### config.mk
export PLATFORM = sky130hd
export DESIGN_NAME = pipeline_hazard_ctrl
export DESIGN_NICKNAME = d
export VERILOG_FILES = /design/src/rtl/pipeline_hazard_ctrl.sv
export SDC_FILE = /design/constraint.sdc
export NUM_CORES = 1
export LEC_CHECK = 0
export CAP_MARGIN = 10
export CORE_UTILIZATION = 45
export DETAILED_ROUTE_END_ITERATION = 10
export DONT_BUFFER_PORTS = 1
export MAX_ROUTING_LAYER = met4
export PLACE_DENSITY = 0.56
export SETUP_SLACK_MARGIN = 0.5
export SYNTH_ARGS = -nofsm -noshare
export SYNTH_HDL_FRONTEND = slang
export SYNTH_SLANG_ARGS = --single-unit
### constraint.sdc
create_clock -name clk_i -period 2.6 [get_ports clk_i]
set_input_delay 0.39 -clock clk_i [delete_from_list [all_inputs] [get_ports clk_i]]
set_output_delay 0.39 -clock clk_i [all_outputs]
set_load 0.01 [all_outputs]
### src/rtl/pipeline_hazard_ctrl.sv
// pipeline_hazard_ctrl
// Stall/flush sequencer for the 5-stage pipeline. It produces the hold, flush
// and bubble controls for PC, IF_ID, ID_EX, EX_MEM and MEM_WB. It holds no
// datapath values.
//
// Hazards are resolved in fixed priority order:
//   1. dcache miss stall (full freeze)
//   2. load-use          (1-cycle bubble)
//   3. taken branch      (IF_ID flush)
//
// A watchdog counts dcache wait cycles. On timeout it locks the pipeline in
// ERROR, and only reset leaves that state.
//
// Optional build macro HAZARD_PERF_CNT_EN adds three 32-bit performance
// counters: freeze cycles, bubble cycles and flush cycles.
module pipeline_hazard_ctrl #(
  parameter int MAX_WAIT = 256,  // dcache wait cycles allowed before timeout (2..65535)
  parameter int WAIT_W   = 16    // wait counter width, MAX_WAIT < 2**WAIT_W
) (
  input  logic       clk_i,
  input  logic       rst_i,            // asynchronous, active-low
  input  logic       ID_EX_MemRead_i,
  input  logic [4:0] ID_EX_Rd_i,
  input  logic [4:0] IF_ID_Rs1_i,
  input  logic [4:0] IF_ID_Rs2_i,
  input  logic       Branch_Taken_i,
  input  logic       Mem_Stall_i,
  output logic       PC_Write_o,
  output logic       IF_ID_Stall_o,
  output logic       IF_ID_Flush_o,
  output logic       ID_EX_Bubble_o,
  output logic       Pipe_Freeze_o,
  output logic       Timeout_o,
`ifdef HAZARD_PERF_CNT_EN
  output logic [1:0]  State_o,
  output logic [31:0] Perf_Mem_Stall_o,
  output logic [31:0] Perf_Load_Use_o,
  output logic [31:0] Perf_Flush_o
`else
  output logic [1:0]  State_o
`endif
);

  typedef enum logic [1:0] {
    RUN      = 2'd0,
    MEM_WAIT = 2'd1,
    ERROR    = 2'd2
  } state_e;

  // The RUN-state miss cycle counts as wait 1. The cycle that sees LAST_WAIT
  // while still stalled is therefore the MAX_WAIT-th stall cycle.
  localparam logic [WAIT_W-1:0] LAST_WAIT = WAIT_W'(MAX_WAIT - 1);
  localparam logic [WAIT_W-1:0] WAIT_SAT  = {WAIT_W{1'b1}};

  state_e            state_q, state_d;
  logic [WAIT_W-1:0] wait_cnt_q, wait_cnt_d;
  logic              timeout_q, timeout_d;

  logic load_use;
  logic pc_write, if_id_stall, if_id_flush, id_ex_bubble, pipe_freeze;
  logic wait_expired;

  // Load in EX writes a register that the instruction in ID reads (x0 never hazards)
  always_comb begin
    load_use = ID_EX_MemRead_i && (ID_EX_Rd_i != 5'd0) &&
               ((ID_EX_Rd_i == IF_ID_Rs1_i) || (ID_EX_Rd_i == IF_ID_Rs2_i));
  end

  // Watchdog trip: still stalled on the last permitted wait cycle
  always_comb begin
    wait_expired = (state_q == MEM_WAIT) && Mem_Stall_i && (wait_cnt_q == LAST_WAIT);
  end

  // State, wait counter and sticky timeout registers
  always_ff @(posedge clk_i or negedge rst_i) begin
    if (!rst_i) begin
      state_q    <= RUN;
      wait_cnt_q <= '0;
      timeout_q  <= 1'b0;
    end else begin
      state_q    <= state_d;
      wait_cnt_q <= wait_cnt_d;
      timeout_q  <= timeout_d;
    end
  end

  // Next-state, wait-count and timeout logic
  always_comb begin
    state_d    = state_q;
    wait_cnt_d = wait_cnt_q;
    timeout_d  = timeout_q;
    case (state_q)
      RUN: begin
        if (Mem_Stall_i) begin
          state_d    = MEM_WAIT;
          wait_cnt_d = WAIT_W'(1);
        end else begin
          wait_cnt_d = '0;
        end
      end
      MEM_WAIT: begin
        if (Mem_Stall_i) begin
          // Saturate rather than wrap, in case the watchdog is bypassed by parameters
          if (wait_cnt_q != WAIT_SAT) begin
            wait_cnt_d = wait_cnt_q + WAIT_W'(1);
          end
          if (wait_expired) begin
            state_d   = ERROR;
            timeout_d = 1'b1;
          end
        end else begin
          state_d    = RUN;
          wait_cnt_d = '0;
        end
      end
      ERROR: begin
        // Locked until reset; inputs are deliberately ignored
        state_d   = ERROR;
        timeout_d = 1'b1;
      end
      default: begin
        state_d    = ERROR;
        timeout_d  = 1'b1;
      end
    endcase
  end

  // Mealy control outputs: zero-latency stalls, everything forced low during reset
  always_comb begin
    pc_write     = 1'b0;
    if_id_stall  = 1'b0;
    if_id_flush  = 1'b0;
    id_ex_bubble = 1'b0;
    pipe_freeze  = 1'b0;
    if (rst_i) begin
      case (state_q)
        RUN, MEM_WAIT: begin
          if (Mem_Stall_i) begin
            // Full freeze. Pending load-use or branch is re-presented after release.
            pipe_freeze = 1'b1;
            if_id_stall = 1'b1;
          end else if (load_use) begin
            // Bubble wins over branch; the branch re-resolves next cycle
            if_id_stall  = 1'b1;
            id_ex_bubble = 1'b1;
          end else if (Branch_Taken_i) begin
            if_id_flush = 1'b1;
            pc_write    = 1'b1;
          end else begin
            pc_write = 1'b1;
          end
        end
        default: begin
          // ERROR (and any illegal encoding) keeps the whole pipe frozen
          pipe_freeze = 1'b1;
          if_id_stall = 1'b1;
        end
      endcase
    end
  end

  assign PC_Write_o     = pc_write;
  assign IF_ID_Stall_o  = if_id_stall;
  assign IF_ID_Flush_o  = if_id_flush;
  assign ID_EX_Bubble_o = id_ex_bubble;
  assign Pipe_Freeze_o  = pipe_freeze;
  assign Timeout_o      = rst_i & timeout_q;
  assign State_o        = state_q;

`ifdef HAZARD_PERF_CNT_EN
  logic [31:0] perf_stall_q, perf_bubble_q, perf_flush_q;

  // Event counters, wrapping modulo 2**32
  always_ff @(posedge clk_i or negedge rst_i) begin
    if (!rst_i) begin
      perf_stall_q  <= '0;
      perf_bubble_q <= '0;
      perf_flush_q  <= '0;
    end else begin
      if (pipe_freeze)  perf_stall_q  <= perf_stall_q + 32'd1;
      if (id_ex_bubble) perf_bubble_q <= perf_bubble_q + 32'd1;
      if (if_id_flush)  perf_flush_q  <= perf_flush_q + 32'd1;
    end
  end

  assign Perf_Mem_Stall_o = perf_stall_q;
  assign Perf_Load_Use_o  = perf_bubble_q;
  assign Perf_Flush_o     = perf_flush_q;
`endif

endmodule

; Word-level counts from Yosys, hierarchy flattened
; Cells that the tools add are included.
[classes]
n_reduce_logical = 12
addsub = 1
n_eq_ne = 10
n_mux = 30
n_bitwise = 2
[op_table]
columns = op, n
row1 = 2-to-1 mux 16 bit, 2
row2 = case mux 16 bit (2 select lines), 1
row3 = 2-to-1 mux 1 bit, 22
row4 = adder 16 x 1 -> 16 bit (second input constant), 1
row5 = == test 16 x 8 -> 1 bit (second input constant), 1
row6 = inequality test 16 bit (second input constant), 1
row7 = == test 5 bit, 2
row8 = 2-to-1 mux 2 bit, 3
row9 = inequality test 2 bit (second input constant), 3
row10 = nonzero test 5 bit, 1
row11 = logical AND 1 bit, 4
row12 = case mux 2 bit (2 select lines), 1
row13 = AND reduction 2 bit, 2
row14 = inequality test 3 x 2 -> 1 bit (second input constant), 1
row15 = inequality test 3 bit (second input constant), 1
row16 = AND reduction 3 bit, 1
row17 = == test 2 x 1 -> 1 bit (second input constant), 1
row18 = zero test 2 bit, 1
row19 = case mux 1 bit (2 select lines), 1
row20 = nonzero test 2 bit, 1
row21 = OR reduction 2 bit, 1
row22 = bitwise AND 1 bit, 1
row23 = logical OR 1 bit, 1
row24 = inverter 1 bit, 1
[word_totals]
out_inout_bits = 8
input_bits = 20
ff_bits = 19
word_cells = 58

; Longest topological paths before layout
[depth]
depth_word = 7
ltp_mapped = 6
ltp_nobuf = 5

; Worst setup path after synthesis
; OpenSTA, ideal clock, no wires.
[synth_timing]
path_kind = register -> register
start = reg state_q[1], in the netlist State_o[1]
end = reg wait_cnt_q[15]
path_slack_ns = 0.742
n_path_buf = 0
path_stages_with_launch = 5
setup_time_ns = 0.078
synth_period_minus_slack_ns = 1.858
required_ns = 2.522
arrival_ns = 1.781
path_cell_list = dfrtp_1 nand3b_1 or4_4 or4_1 a21oi_1
[synth_between]
elab_chain_len = 3
word_cells_on_any_way = 6
classes_between = eq/ne (2) / mux (1) / reduce/logical (3)
[synth_lines]
columns = element, line
row1 = start: declaration, 55  ; state_e state_q, state_d;
row2 = start signal: assignment, 81  ; state_q <= state_d;
row3 = == test 2 x 1 -> 1 bit or zero test 2 bit (tied branches), 92  ; case (state_q)
row4 = inequality test 3 x 2 -> 1 bit (no source line) or nonzero test 2 bit (tied branches), --
row5 = AND reduction 2 bit (no source line), --
row6 = end signal: assignment, 82  ; wait_cnt_q <= wait_cnt_d;
row7 = end: declaration, 56  ; logic [WAIT_W-1:0] wait_cnt_q, wait_cnt_d;
; Parallel ways exist; a longest one is shown, timed or not.
; A chain may end at the register's enable or synchronous reset.

; Worst setup path after layout
; Same ends and word-level chain as after synthesis.

==> flow_metrics.py <==
metrics = {
    "logic_synthesis": {
        "syn_area_mm2": 0.001255,
        "async_reset_ff_share_pct": 100.0,
        "synth_edf_count": 0,
        "ys_seq_elements": 19,
        "yosysSeqAreaShare_pct": 37.89,
        "netlist-cell-type-count": 43,
        "yosysTopAreaCellShare_pct": 37.89,
        "ys_top_cells_by_area": "dfrtp_1 38%, xnor2_1 7.0%, a21oi_1 4.0%",
        "synthFlopType": "dfrtp_1",
        "synth_area_leader_cell": "dfrtp_1",
        "avgSynthCellArea_um2": 8.964,
        "syn_inst": 140,
        "synth_warnings": 0,
        "syn_nets": 161,
    },
    "pwr": {
        "p_leak_nw": 0.5261,
        "netSwitchingPower_mw": 0.1222,
        "p_int_mw": 0.3832,
        "power_density_mw_per_mm2": 380.0,
        "power_mw": 0.5054,
        "vdd.ir_drop.worst_v": 0.0003733,
        "p_sw_share_pct": 24.18,
        "pwr-share-comb_pct": 10.9,
        "clkPwrFrac_pct": 29.3,
        "p_seq_share_pct": 59.8,
    },
    "floorplan": {
        "die_h_um": 54.81,
        "core_mm2": 0.002545,
        "die-area_mm2": 0.003004,
        "initial_core_util_pct": 49.31,
        "fp.dieW_um": 54.81,
        "io-pin-count": 28,
        "core.rowCount": 18,
    },
    "clock_network": {
        "clock_sinks": 19,
        "numCtsBuffers": 3,
        "clockBufferDepth": 2,
        "cts_root_buffer": "clkbuf_4",
        "post_cts_buffers": 0,
        "path_clk_slew_ps": 110,
        "cts_tree": "yes",
        "insertion_delay_ps": 300,
        "cts_max_level": 1,
    },
    "placed_design": {
        "place.gp.congestion": 0.8870,
        "post-place-ws_ps": 604.5,
        "port_buffers": 0,
        "dpl-instance-area_mm2": 0.001289,
        "dp_hpwl_mm": 2.155,
    },
    "grt": {
        "antenna_found_initial": 0,
        "grt_max_degree": 20,
        "grt_pass1_wl_mm": 4.222,
        "grt_overflow": 0,
        "grt_pass1_vias": 890,
        "grt_usage_pct": 20.56,
    },
    "routing": {
        "drt_iter0_markers": 33,
        "postRouteAntennaNets": 0,
        "drt_pass1_iterations": 4,
        "vias": 1093,
        "wl_per_cell_um": 16.64,
        "drt-vias-per-instance": 6.318,
        "route.detailed.drc": 0,
        "totalWireLength_mm": 2.879,
    },
    "setup_path": {
        "cp_max_fo": 5,
        "start_kind": "flip-flop",
        "crit_family": "simple AND/OR/NAND/NOR gates",
        "worstPathRequired_ps": 2830,
        "crit_chain": "nand3b_1 > or4_4 > or4_1 > a21oi_1",
        "critical_path_depth": 4,
        "timing.rr.start": "State_o[1]",
        "critPathMaxStageDelay_ps": 590,
        "r2r_end": "wait_cnt_q[15]",
        "crit_slowest_cell": "or4_4",
        "cp-end-kind": "flip-flop",
        "worstSetupPathType": "flip-flop to flip-flop",
        "arrival_ps": 2180,
        "regToRegSetupSlack_ps": 650,
        "r2r_cells": 4,
        "crit_buf_inv": 0,
    },
    "layout": {
        "diodes": 0,
        "seqCellArea_um2": 475.5,
        "postLayoutCellArea_mm2": 0.001330,
        "layout_common_cells": "19 x dfrtp_1, 13 x nand2_1, 10 x xnor2_1, 10 x a21oi_1",
        "fillCellCount": 242,
        "layout_commonest_cell": "dfrtp_1",
        "drive_above_1_share_pct": 11.89,
        "nets": 165,
        "area.growth.synth_to_final_pct": 5.982,
        "multi_input_area_um2": 762.0,
    },
    "worst_hold_path": {
        "worstHoldPathCells": 1,
        "hp-class": "input port to flip-flop",
        "hold_path_end": "State_o[0]",
        "hold_start": "Mem_Stall_i",
    },
    "timing": {
        "grt_setup_unrepaired": "false",
        "fin_crit_ps": 1949,
        "setup_tns_ps": 0,
        "finalSetupViolations": 0,
        "fmax_ghz": 0.5130,
        "finalMaxSlewViolations": 0,
        "skew_ps": 11.25,
        "holdWs_ps": 253.1,
        "post-route-period-util_pct": 74.97,
        "setup_ws_ps": 650.7,
        "slew_headroom_pct": 43.05,
        "worstMarginPinSlew_ps": 851.5,
        "hold_viol_final": 0,
    },
    "run": {
        "drv_cap": 0,
    },
    "run_status": {
        "status": "complete, no violations",
    },
}
worst max-delay path by stage:
| stage | from | endpoint | slack [ps] |
|---|---|---|---|
| floorplan | State_o[1] | wait_cnt_q[15] | 740 |
| global placement | State_o[0] | wait_cnt_q[0] | 640 |
| detailed placement | State_o[0] | wait_cnt_q[0] | 600 |
| CTS | State_o[0] | wait_cnt_q[0] | 580 |
| global route | wait_cnt_q[0] | wait_cnt_q[10] | 560 |
| finish | State_o[1] | wait_cnt_q[15] | 650 |
worst register-to-register path, cell delays in order (launching register included):
cell      delay (ps)
dfrtp_1          450
nand3b_1         220
or4_4            590
or4_1            480
a21oi_1          150
layout make-up:
class	instances	area share [%]
repair buffers	2	1.317
well taps	30	2.822
inverters	3	0.8467
multi-input cells	115	57.29
clock buffers	4	1.976
flip-flops and latches	19	35.75
cells in the mapped netlist, types with 2 or more instances:
cell and number:
nand2b_1 3, a31oi_1 4, nand2_1 13, nor2_1 4, a21oi_1 10, a22o_1 2, or2_2 2, a31o_2 3
o31ai_1 3, nand3_1 6, o22ai_1 2, or4_1 5, o221ai_1 2, o21ai_0 6, dfrtp_1 19, a32o_1 2
mux2i_1 4, xnor2_1 10, and3_1 2, nor3_1 7, nand4_1 4, clkbuf_1 3, inv_1 2, and2_1 3
logic make-up (layout without fill, tap and decap cells):
family | after synthesis | in the layout | synth area share [%]
DFF | 19 | 19 | 37.89
AOI/OAI and AO/OA | 39 | 39 | 20.84
adders and majority gates | 1 | 1 | 0.9968
buffers and inverters | 6 | 9 | 1.794
muxes | 5 | 5 | 4.088
xor gates and xnor gates | 10 | 10 | 6.979
and+or+nand+nor | 60 | 60 | 27.42
power by group through the flow:
| stage | clock [mW] | combinational [mW] | sequential (mW) |
|---|---|---|---|
| floorplan | 0 | 0.0423 | 0.307 |
| global placement | 0 | 0.0476 | 0.308 |
| detailed placement | 0 | 0.0487 | 0.308 |
| CTS | 0.153 | 0.0560 | 0.302 |
| global route | 0.170 | 0.0628 | 0.303 |
| finish | 0.148 | 0.0550 | 0.302 |
stage by stage:
stage,util [%],cells
2_1_floorplan,-,140
3_3_place_gp,50.64,168
3_5_place_dp,50.64,168
4_1_cts,52.06,173
5_1_grt,52.26,173
6_report,52.26,173
flip-flops by register name, indices dropped and copies added, names as in the netlist:
register	count
wait_cnt_q	16
State_o	2
timeout_q	1
metal layers:
layer	track usage, %	part of all wire, %
met5	-	0
met4	9.829	2.1
met3	4.167	5.0
met2	29.12	47
met1	27.58	46
timing repair:
| item | in CTS | in global routing |
|---|---|---|
| resized for setup | 0 | 1 |
| setup endpoints to repair | 0 | 4 |
| hold buffers | 1 | 0 |
| endpoints found under the hold margin | 19 | 0 |
(Power assumes the default switching activity.)
==> edit: new RTL, config.mk and constraints unchanged <==
Put a register stage on the output `Timeout_o`, with the module's reset. The value now appears one clock later. The other outputs are not delayed to match.
--- a/src/rtl/pipeline_hazard_ctrl.sv
+++ b/src/rtl/pipeline_hazard_ctrl.sv
@@ -164,7 +164,13 @@
   assign IF_ID_Flush_o  = if_id_flush;
   assign ID_EX_Bubble_o = id_ex_bubble;
   assign Pipe_Freeze_o  = pipe_freeze;
-  assign Timeout_o      = rst_i & timeout_q;
+  always_ff @(posedge clk_i or negedge rst_i) begin
+    if (!rst_i) begin
+      Timeout_o <= '0;
+    end else begin
+      Timeout_o <= rst_i & timeout_q;
+    end
+  end
   assign State_o        = state_q;
 
 `ifdef HAZARD_PERF_CNT_EN
Check against the original RTL: no difference found for any inputs over 10 cycles, from zero or initial values and one cycle with rst_i low; that may be too few to reach the edited logic, so the function may still have changed.
==> edit against the unedited design <==
  * Cell area is 1.8% lower
  * Synthesized area is 1.7% lower
  * Combinational power is 14% lower
  * Power is 1.3% higher
  * Sequential cell count is 1 higher
  * Routed wire length is 6.1% lower
  * Sequential power is 5% higher
  * Utilization is 0.93 points lower
  * Worst setup slack worse by 0.029 ns
  * Global-route usage is 0.90 points higher
==> edit: results (changes against the unedited design) <==
layout cells sized above 1 8.97% (-2.9 points); initial DRC count 12 (-64%); initial antenna violation count 0 (unchanged); xor/xnor share of the synthesized area 9.23% (+2.3 points); sequential fraction of the synthesis area 40.6% (+2.7 points); Compound-Gate Fraction of Synth Area 15.3% (-5.5 points); flip-flop count of the largest register, all copies and words added 16 (unchanged); DPL Wire Length 1970 um (-8.5%); Max rail drop VDD 0.305 mV (-18%); WL final 2700 um (-6.1%); register with the most flip-flops wait_cnt_q; Placement Cell Area 0.00126 mm^2 (-2.5%); H-tree depth 1 (unchanged); Root Driver clkbuf_4; Tightest Pin Transition 0.926 ns (+0.0750 ns); Synth Warn # 0 (unchanged); vias in the first global route 1,041 (+17%); first-pass GRT wire length 4340 um (+2.8%); Worst-path clk slew approximately 0.12 ns; largest net degree at the start of global routing 21 (+5.0%); top cells by count, synth 21 x nor2_1, 20 x dfrtp_1, 14 x nand2_1, 10 x nand3_1, 10 x o21ai_0; CP Data Arrival Time 2.16 ns (-0.02 ns); top cells by area, synth dfrtp_1 41%, nor2_1 6.4%, xnor2_1 5.0%; Async S/R FF share, synth 100% (unchanged); CTS Buf Count 3 (unchanged); Max FO, Critical Path 5 (unchanged); Antenna Cells 0 (unchanged); Hold WC Path Type input port to register; CTS Buffer Depth 2 (unchanged); Port Buf Inserts 0 (unchanged); Worst-Skew Late Latency 0.30 ns (about the same); GRT Total Usage 21.5% (+0.90 points); outcome finished, final reports clean; DRT Pass-1 Iters 4 (unchanged); Mapped Avg Cell Area 8.57 um^2 (-4.4%); dpl cells 171 (+1.8%); mux cell area share after synthesis 0.913% (-3.2 points); GP Congestion 0.820 (-7.5%); clk_skew 0.0146 ns (+0.00339 ns); Post-Layout Cell Count 175 (+1.2%); Leak Pwr 0.578 nW (+10%); pre-CTS setup slack 0.666 ns (+0.0611 ns); number of fillers in the final layout 245 (+1.2%); Vias/cell 6.07 (-3.9%); Synth Area in Adders 1.01% (+0.017 points); setup bufs post-CTS 0 (unchanged); Unique masters post-synth 34 (-21%); Net Count, Synth 165 (+2.5%)
[edit: cell count changes in the layout (fill, tap and decap cells not counted), sizes merged, moves of 3 or more]
cell | before | now
a21oi | 10 | 6
a21o | 0 | 3
xnor2 | 10 | 7
o21ai | 6 | 10
nand3 | 7 | 10
xor2 | 0 | 6
nor2 | 4 | 21
mux2i | 4 | 0
[edit: kinds of logic (layout without fill, tap and decap cells)]
| family | after synthesis | after routing |
|---|---|---|
| adders and majority gates | 1 | 1 |
| xor gates and xnor gates | 13 | 13 |
| AOI/OAI and AO/OA | 30 | 30 |
| muxes | 1 | 1 |
| and+or+nand+nor | 74 | 74 |
| DFF | 20 | 20 |
| buffers and inverters | 5 | 6 |
[edit: worst paths after layout]
kind	startpoint	slack [ns]	endpoint	cells past startpoint
max in group asynchronous	rst_i	1.37	wait_cnt_q[11]	1
min	Mem_Stall_i	0.19	State_o[0]	2
min in group asynchronous	rst_i	0.65	wait_cnt_q[8]	1
min reg2reg	timeout_q	0.47	timeout_q	1
max	wait_cnt_q[0]	0.62	wait_cnt_q[14]	6
max reg2reg	wait_cnt_q[0]	0.62	wait_cnt_q[14]	6
[edit: repair_timing]
action / in CTS / in global routing
hold buffers: 1 / 0
endpoints found under the hold margin: 20 / 0
gates resized for setup: 0 / 3
setup endpoints to repair: 0 / 5
[edit: stage by stage]
stage / hold WS [ns] / util [%]
floorplan: 0.0944 / -
global placement: 0.0949 / 49.4
detailed placement: 0.0949 / 49.4
CTS: 0.177 / 50.6
global route: 0.183 / 51.3
finish: 0.193 / 51.3
[edit: layout make-up]
| class | count | area share (%) |
|---|---|---|
| Inverter | 2 | 0.575 |
| Timing Repair Buffer | 1 | 0.766 |
| Sequential cell | 20 | 38.3 |
| Multi-Input combinational cell | 119 | 55.7 |
| Tap cell | 30 | 2.87 |
| Clock buffer | 3 | 1.72 |
[edit: power breakdown]
part,internal (mW),switching [mW]
Sequential,0.314,0.00432
Clock,0.0540,0.0928
Combinational,0.0191,0.0281
Total,0.387,0.125
[edit: worst max-delay path, cell delays in order (launching register included)]
cell     delay (ns)
dfrtp_1        0.43
ha_1           0.25
nand4_2        0.17
or4b_4         0.53
nor4_2         0.25
xnor2_1        0.16
nor2_1         0.06
[edit: layer usage]
metal | vias up | global-route usage [%] | wire length, um
met5 | - | - | 0
met2 | 26 | 33.3 | 1220
met3 | 2 | 3.89 | 124
met4 | 0 | 8.55 | 19
met1 | 510 | 27.5 | 1350
li1 | 525 | - | -
